### config.mk
export PLATFORM = sky130hd
export DESIGN_NAME = async_input_debouncer
export DESIGN_NICKNAME = d
export VERILOG_FILES = /design/src/rtl/debounce_pkg.sv /design/src/rtl/sync_chain.sv /design/src/rtl/async_input_debouncer.sv
export SDC_FILE = /design/constraint.sdc
export NUM_CORES = 1
export LEC_CHECK = 0
export CORE_UTILIZATION = 25
export CTS_BUF_LIST = sky130_fd_sc_hd__clkbuf_4 sky130_fd_sc_hd__clkbuf_8 sky130_fd_sc_hd__clkbuf_16
export DETAILED_ROUTE_END_ITERATION = 10
export PLACE_DENSITY = 0.47
export SETUP_SLACK_MARGIN = 0.5
export SYNTH_ARGS = -nofsm -noshare
export SYNTH_HDL_FRONTEND = slang
export SYNTH_SLANG_ARGS = --single-unit
### constraint.sdc
create_clock -name clk -period 2.5 [get_ports clk]
set_clock_uncertainty 0.1 [all_clocks]
set_input_delay 0.5 -clock clk [delete_from_list [all_inputs] [get_ports clk]]
set_output_delay 0.5 -clock clk [all_outputs]
set_load 0.05 [all_outputs]
### src/rtl/debounce_pkg.sv
// Shared types and constants for the asynchronous input debouncer.
package debounce_pkg;

   typedef enum logic {ST_STABLE, ST_CHECK} db_state_t;

   localparam int GLITCH_W        = 8;
   localparam int MIN_SYNC_STAGES = 2;

endpackage

### src/rtl/sync_chain.sv
// Plain multi-flop synchronizer for a single-bit level crossing into clk.
module sync_chain
   import debounce_pkg::*;
#(
   parameter int STAGES = 2
) (
   input  logic clk,
   input  logic rst_n,
   input  logic d,
   output logic q
);

   logic [STAGES-1:0] sync_d;
   logic [STAGES-1:0] sync_q;

   if (STAGES < MIN_SYNC_STAGES) begin : g_stage_check
      $error("sync_chain: STAGES must be at least %0d", MIN_SYNC_STAGES);
   end

   // Pure shift: no logic between stages so each flop has a full period to resolve
   always_comb begin
      sync_d = {sync_q[STAGES-2:0], d};
   end

   always_ff @(posedge clk or negedge rst_n) begin
      if (!rst_n) begin
         sync_q <= '0;
      end else begin
         sync_q <= sync_d;
      end
   end

   assign q = sync_q[STAGES-1];

endmodule

### src/rtl/async_input_debouncer.sv
// Synchronizes an asynchronous level, accepts it only after STABLE_CYCLES
// consistent samples, emits edge pulses and counts rejected glitches.
module async_input_debouncer
   import debounce_pkg::*;
#(
   parameter int SYNC_STAGES   = 2,
   parameter int STABLE_CYCLES = 4
) (
   input  logic                clk,
   input  logic                rst_n,
   input  logic                D,
   output logic                Q,
   output logic                rise,
   output logic                fall,
   output logic [GLITCH_W-1:0] glitches
);

   localparam int unsigned         CNT_W      = $clog2(STABLE_CYCLES + 1);
   localparam logic [CNT_W-1:0]    CNT_LAST   = CNT_W'(STABLE_CYCLES - 1);
   localparam logic [GLITCH_W-1:0] GLITCH_MAX = '1;

   if (SYNC_STAGES < MIN_SYNC_STAGES || STABLE_CYCLES < 1) begin : g_param_check
      $error("async_input_debouncer: need SYNC_STAGES >= %0d and STABLE_CYCLES >= 1",
             MIN_SYNC_STAGES);
   end

   logic                d_sync;
   db_state_t           state_d, state_q;
   logic [CNT_W-1:0]    cnt_d, cnt_q;
   logic                q_d, q_q;
   logic                rise_d, rise_q;
   logic                fall_d, fall_q;
   logic [GLITCH_W-1:0] glitches_d, glitches_q;

   sync_chain #(
      .STAGES (SYNC_STAGES)
   ) u_sync (
      .clk   (clk),
      .rst_n (rst_n),
      .d     (D),
      .q     (d_sync)
   );

   // Stability check: a change must persist STABLE_CYCLES samples to reach Q
   always_comb begin
      state_d    = state_q;
      cnt_d      = cnt_q;
      q_d        = q_q;
      rise_d     = 1'b0;
      fall_d     = 1'b0;
      glitches_d = glitches_q;

      case (state_q)
         ST_STABLE: begin
            cnt_d = '0;
            if (d_sync != q_q) begin
               if (STABLE_CYCLES == 1) begin
                  q_d    = d_sync;
                  rise_d = d_sync;
                  fall_d = ~d_sync;
               end else begin
                  state_d = ST_CHECK;
                  cnt_d   = CNT_W'(1);
               end
            end
         end
         ST_CHECK: begin
            if (d_sync == q_q) begin
               state_d = ST_STABLE;
               cnt_d   = '0;
               if (glitches_q != GLITCH_MAX) begin
                  glitches_d = glitches_q + GLITCH_W'(1);
               end
            end else if (cnt_q == CNT_LAST) begin
               state_d = ST_STABLE;
               cnt_d   = '0;
               q_d     = d_sync;
               rise_d  = d_sync;
               fall_d  = ~d_sync;
            end else begin
               cnt_d = cnt_q + CNT_W'(1);
            end
         end
      endcase
   end

   always_ff @(posedge clk or negedge rst_n) begin
      if (!rst_n) begin
         state_q    <= ST_STABLE;
         cnt_q      <= '0;
         q_q        <= 1'b0;
         rise_q     <= 1'b0;
         fall_q     <= 1'b0;
         glitches_q <= '0;
      end else begin
         state_q    <= state_d;
         cnt_q      <= cnt_d;
         q_q        <= q_d;
         rise_q     <= rise_d;
         fall_q     <= fall_d;
         glitches_q <= glitches_d;
      end
   end

   assign Q        = q_q;
   assign rise     = rise_q;
   assign fall     = fall_q;
   assign glitches = glitches_q;

endmodule

==> qor.csv <==
stage,metric,value,unit
route,final_antenna_net_count,0,
synth,ys_warn_count,0,
power,ir_worst_vdd,561,uV
final_layout,nNetsFinal,82,
sta,final-setup-viol-count,0,
die,start_util,0.268,
setup_path,crit_slowest_cell,clkdlybuf4s15_1,
setup_path,required,1900,ps
setup_path,r2r-start,glitches[0],
route,viasPerCell,4.77,
setup_path,startpoint,Q,
run,maxCapViolations,0,
cts,cts_tree,built,
route,first_pass_iters,7,
final_layout,antenna_cells,0,
die,io_pins,14,
die,core_area,2810,sq um
die,die-area,3230,sq um
sta,slew_headroom,0.672,
global_routing,grt_pass1_wl,2.30,mm
placed_design,portBuffers,13,
cts,clock-sinks,17,
sta,period_share,0.760,
sta,tns,0,ps
setup_path,critPathBufInv,1,
sta,hold_violations,0,
sta,max_freq,526,MHz
cts,numCtsBuffers,3,
global_routing,grt_overflow,0,
final_layout,layout-drive-gt1-share,0.145,
setup_path,cp_top_family,buffers and inverters,
outcome,violations,DRC,
synth,synth_cell_types,28,
synth,synthCells,59,
sta,worst_slew_pin_slew,494,ps
synth,synth_nets,64,
synth,synth_top_area_cell,dfrtp_1,
setup_path,cp-start-kind,flip-flop,
placed_design,gp_routability_congestion,0.677,
cts,cts_buffer_depth,2,
cts,cts_setup_buffers,0,
cts,postCtsHoldBufs,0,
cts,htreeDepth,1,
global_routing,grt_max_degree,18,
power,p_leak,0.436,nW
worst_hold_path,hold_start,u_sync.sync_q[0],
die,rows,19,
synth,yosysTopAreaCellShare,0.566,
synth,seq_area_frac_synth,0.566,
placed_design,dp_hpwl,907,microns
synth,ys_seq_elements,17,
global_routing,grt_antenna_before_repair,0,
sta,fin_ws,599,ps
setup_path,critical_path_class,reg2out,
route,drt_wl_total,1.24,mm
final_layout,fin_cells,107,
die,dieHeight,56.8,microns
die,fp.dieW,56.8,microns
route,wl_per_cell,11.6,microns
sta,final_max_slew_viol_count,0,
global_routing,track_usage,0.0948,
route,vias,510,
synth,synth_area_leaders,"dfrtp_1 57%, xnor2_1 3.5%, ha_1 3.3%",
setup_path,path_cells,clkdlybuf4s15_1,
sta,rsz0062_at_grt,no,
sta,period_minus_slack,1900,ps
route,drt_iter0_markers,16,
synth,synth_area,752,sq um
placed_design,dpl_worst_slack,619,ps
synth,avgSynthCellArea,12.7,sq um
power,powerDensity,1200,nW/um^2
outcome,outcome,"finished, violations left",
global_routing,grt_pass1_vias,534,
placed_design,dp_cells,103,
setup_path,critPathMaxStageDelay,540,ps
setup_path,arrival,1300,ps
setup_path,cp-end-kind,output pin,
cts,clock-root-buffer,clkbuf_4,
route,route.detailed.drc,4,
setup_path,path_max_fanout,6,
cts,clock_latency,300,ps
cts,clk_pin_slew,100,ps
final_layout,area_growth,24.0,%
worst_hold_path,hold_path.class,reg2reg,
power breakdown:
group          switching, mW  total [mW]  internal, mW  leakage, nW
Clock                 0.0930       0.153        0.0596       0.0177
Combinational          0.331       0.521         0.189        0.202
Sequential            0.0885       0.445         0.357        0.217
Total                  0.513        1.12         0.606        0.436
through the flow:
step	cell area (sq um)	util	hold WS, ps	total power, mW
6_report	932	0.332	257	1.12
5_1_grt	932	0.332	263	1.20
4_1_cts	931	0.332	261	1.14
3_5_place_dp	917	0.327	245	1.02
3_3_place_gp	917	0.327	234	1.01
2_1_floorplan	752	-	104	0.862
cell type report:
class,instances,area [sq um]
fill,292,1870
sequential,17,425
multi-input combinational,40,312
timing repair buffer,14,125
tap,31,38.8
clock buffer,3,22.5
clock inverter,1,5.00
inverter,1,3.75
Yosys cell counts:
master	n
dfrtp_1	17
nand2_1	5
nor3b_1	3
xnor2_1	3
a31oi_1	2
and2_1	2
and4_1	2
ha_1	2
mux2_1	2
nand3_1	2
nand4_1	2
a21boi_1	1
a21oi_1	1
a41oi_1	1
and2_4	1
and3_1	1
buf_6	1
inv_1	1
mux2_2	1
mux2_4	1
nand2_4	1
nand3_2	1
nand3b_1	1
nor2_1	1
nor2b_1	1
o21ai_0	1
xnor2_2	1
xor2_1	1
cells in the final DEF (no fill, tap or decap), drive strengths merged:
cell type | Yosys | routed
nand2 | 6 | 6
and2 | 3 | 3
xnor2 | 4 | 4
inv | 1 | 1
and4 | 2 | 2
nor2b | 1 | 1
clkdlybuf4s50 | 0 | 2
a31oi | 2 | 2
ha | 2 | 2
a21boi | 1 | 1
dlygate4sd2 | 0 | 10
buf | 1 | 1
xor2 | 1 | 1
mux2 | 4 | 4
o21ai | 1 | 1
dfrtp | 17 | 17
and3 | 1 | 1
clkinv | 0 | 1
nand4 | 2 | 2
clkdlybuf4s15 | 0 | 1
nor3b | 3 | 3
nand3b | 1 | 1
clkbuf | 0 | 3
a41oi | 1 | 1
nor2 | 1 | 1
nand3 | 3 | 3
a21oi | 1 | 1
routing by layer:
metal  global-route usage  part of all wire  wire length, microns
met1                0.107              0.46                   568
met4               0.0209                 0                     0
met2                0.158              0.46                   575
met5                    0                 0                     0
met3               0.0507             0.076                    94
logic make-up after synthesis:
group                    count (synthesis)  share of synthesized area
XOR/XNOR                                 5                     0.0682
buffers and inverters                    2                     0.0200
flip-flops                              17                      0.566
AND/OR/NAND/NOR                         23                      0.196
AO/OA/AOI/OAI                            6                     0.0516
adder cells (fa/ha/maj)                  2                     0.0333
multiplexers                             4                     0.0649
worst paths after layout:
kind	end	slack (ps)	cells past startpoint
min in group asynchronous	glitches[7]	410	2
hold reg to reg	u_sync.sync_q[1]	260	0
setup reg to reg	glitches[1]	930	5
hold / removal	u_sync.sync_q[1]	260	0
max in group asynchronous	glitches[3]	1690	2
setup / recovery	Q	600	1
state kept, by name (all words and copies together), names as in the netlist:
name and count:
Q 1, rise 1, glitches 8, cnt_q 3, fall 1, state_q 1, u_sync.sync_q 2
timing repair:
item	4_1_cts	5_1_grt
endpoints found under the setup margin	11	1
endpoints found under the hold margin	0	0
gates cloned	0	0
resized for setup	11	1
(Power assumes the default switching activity.)
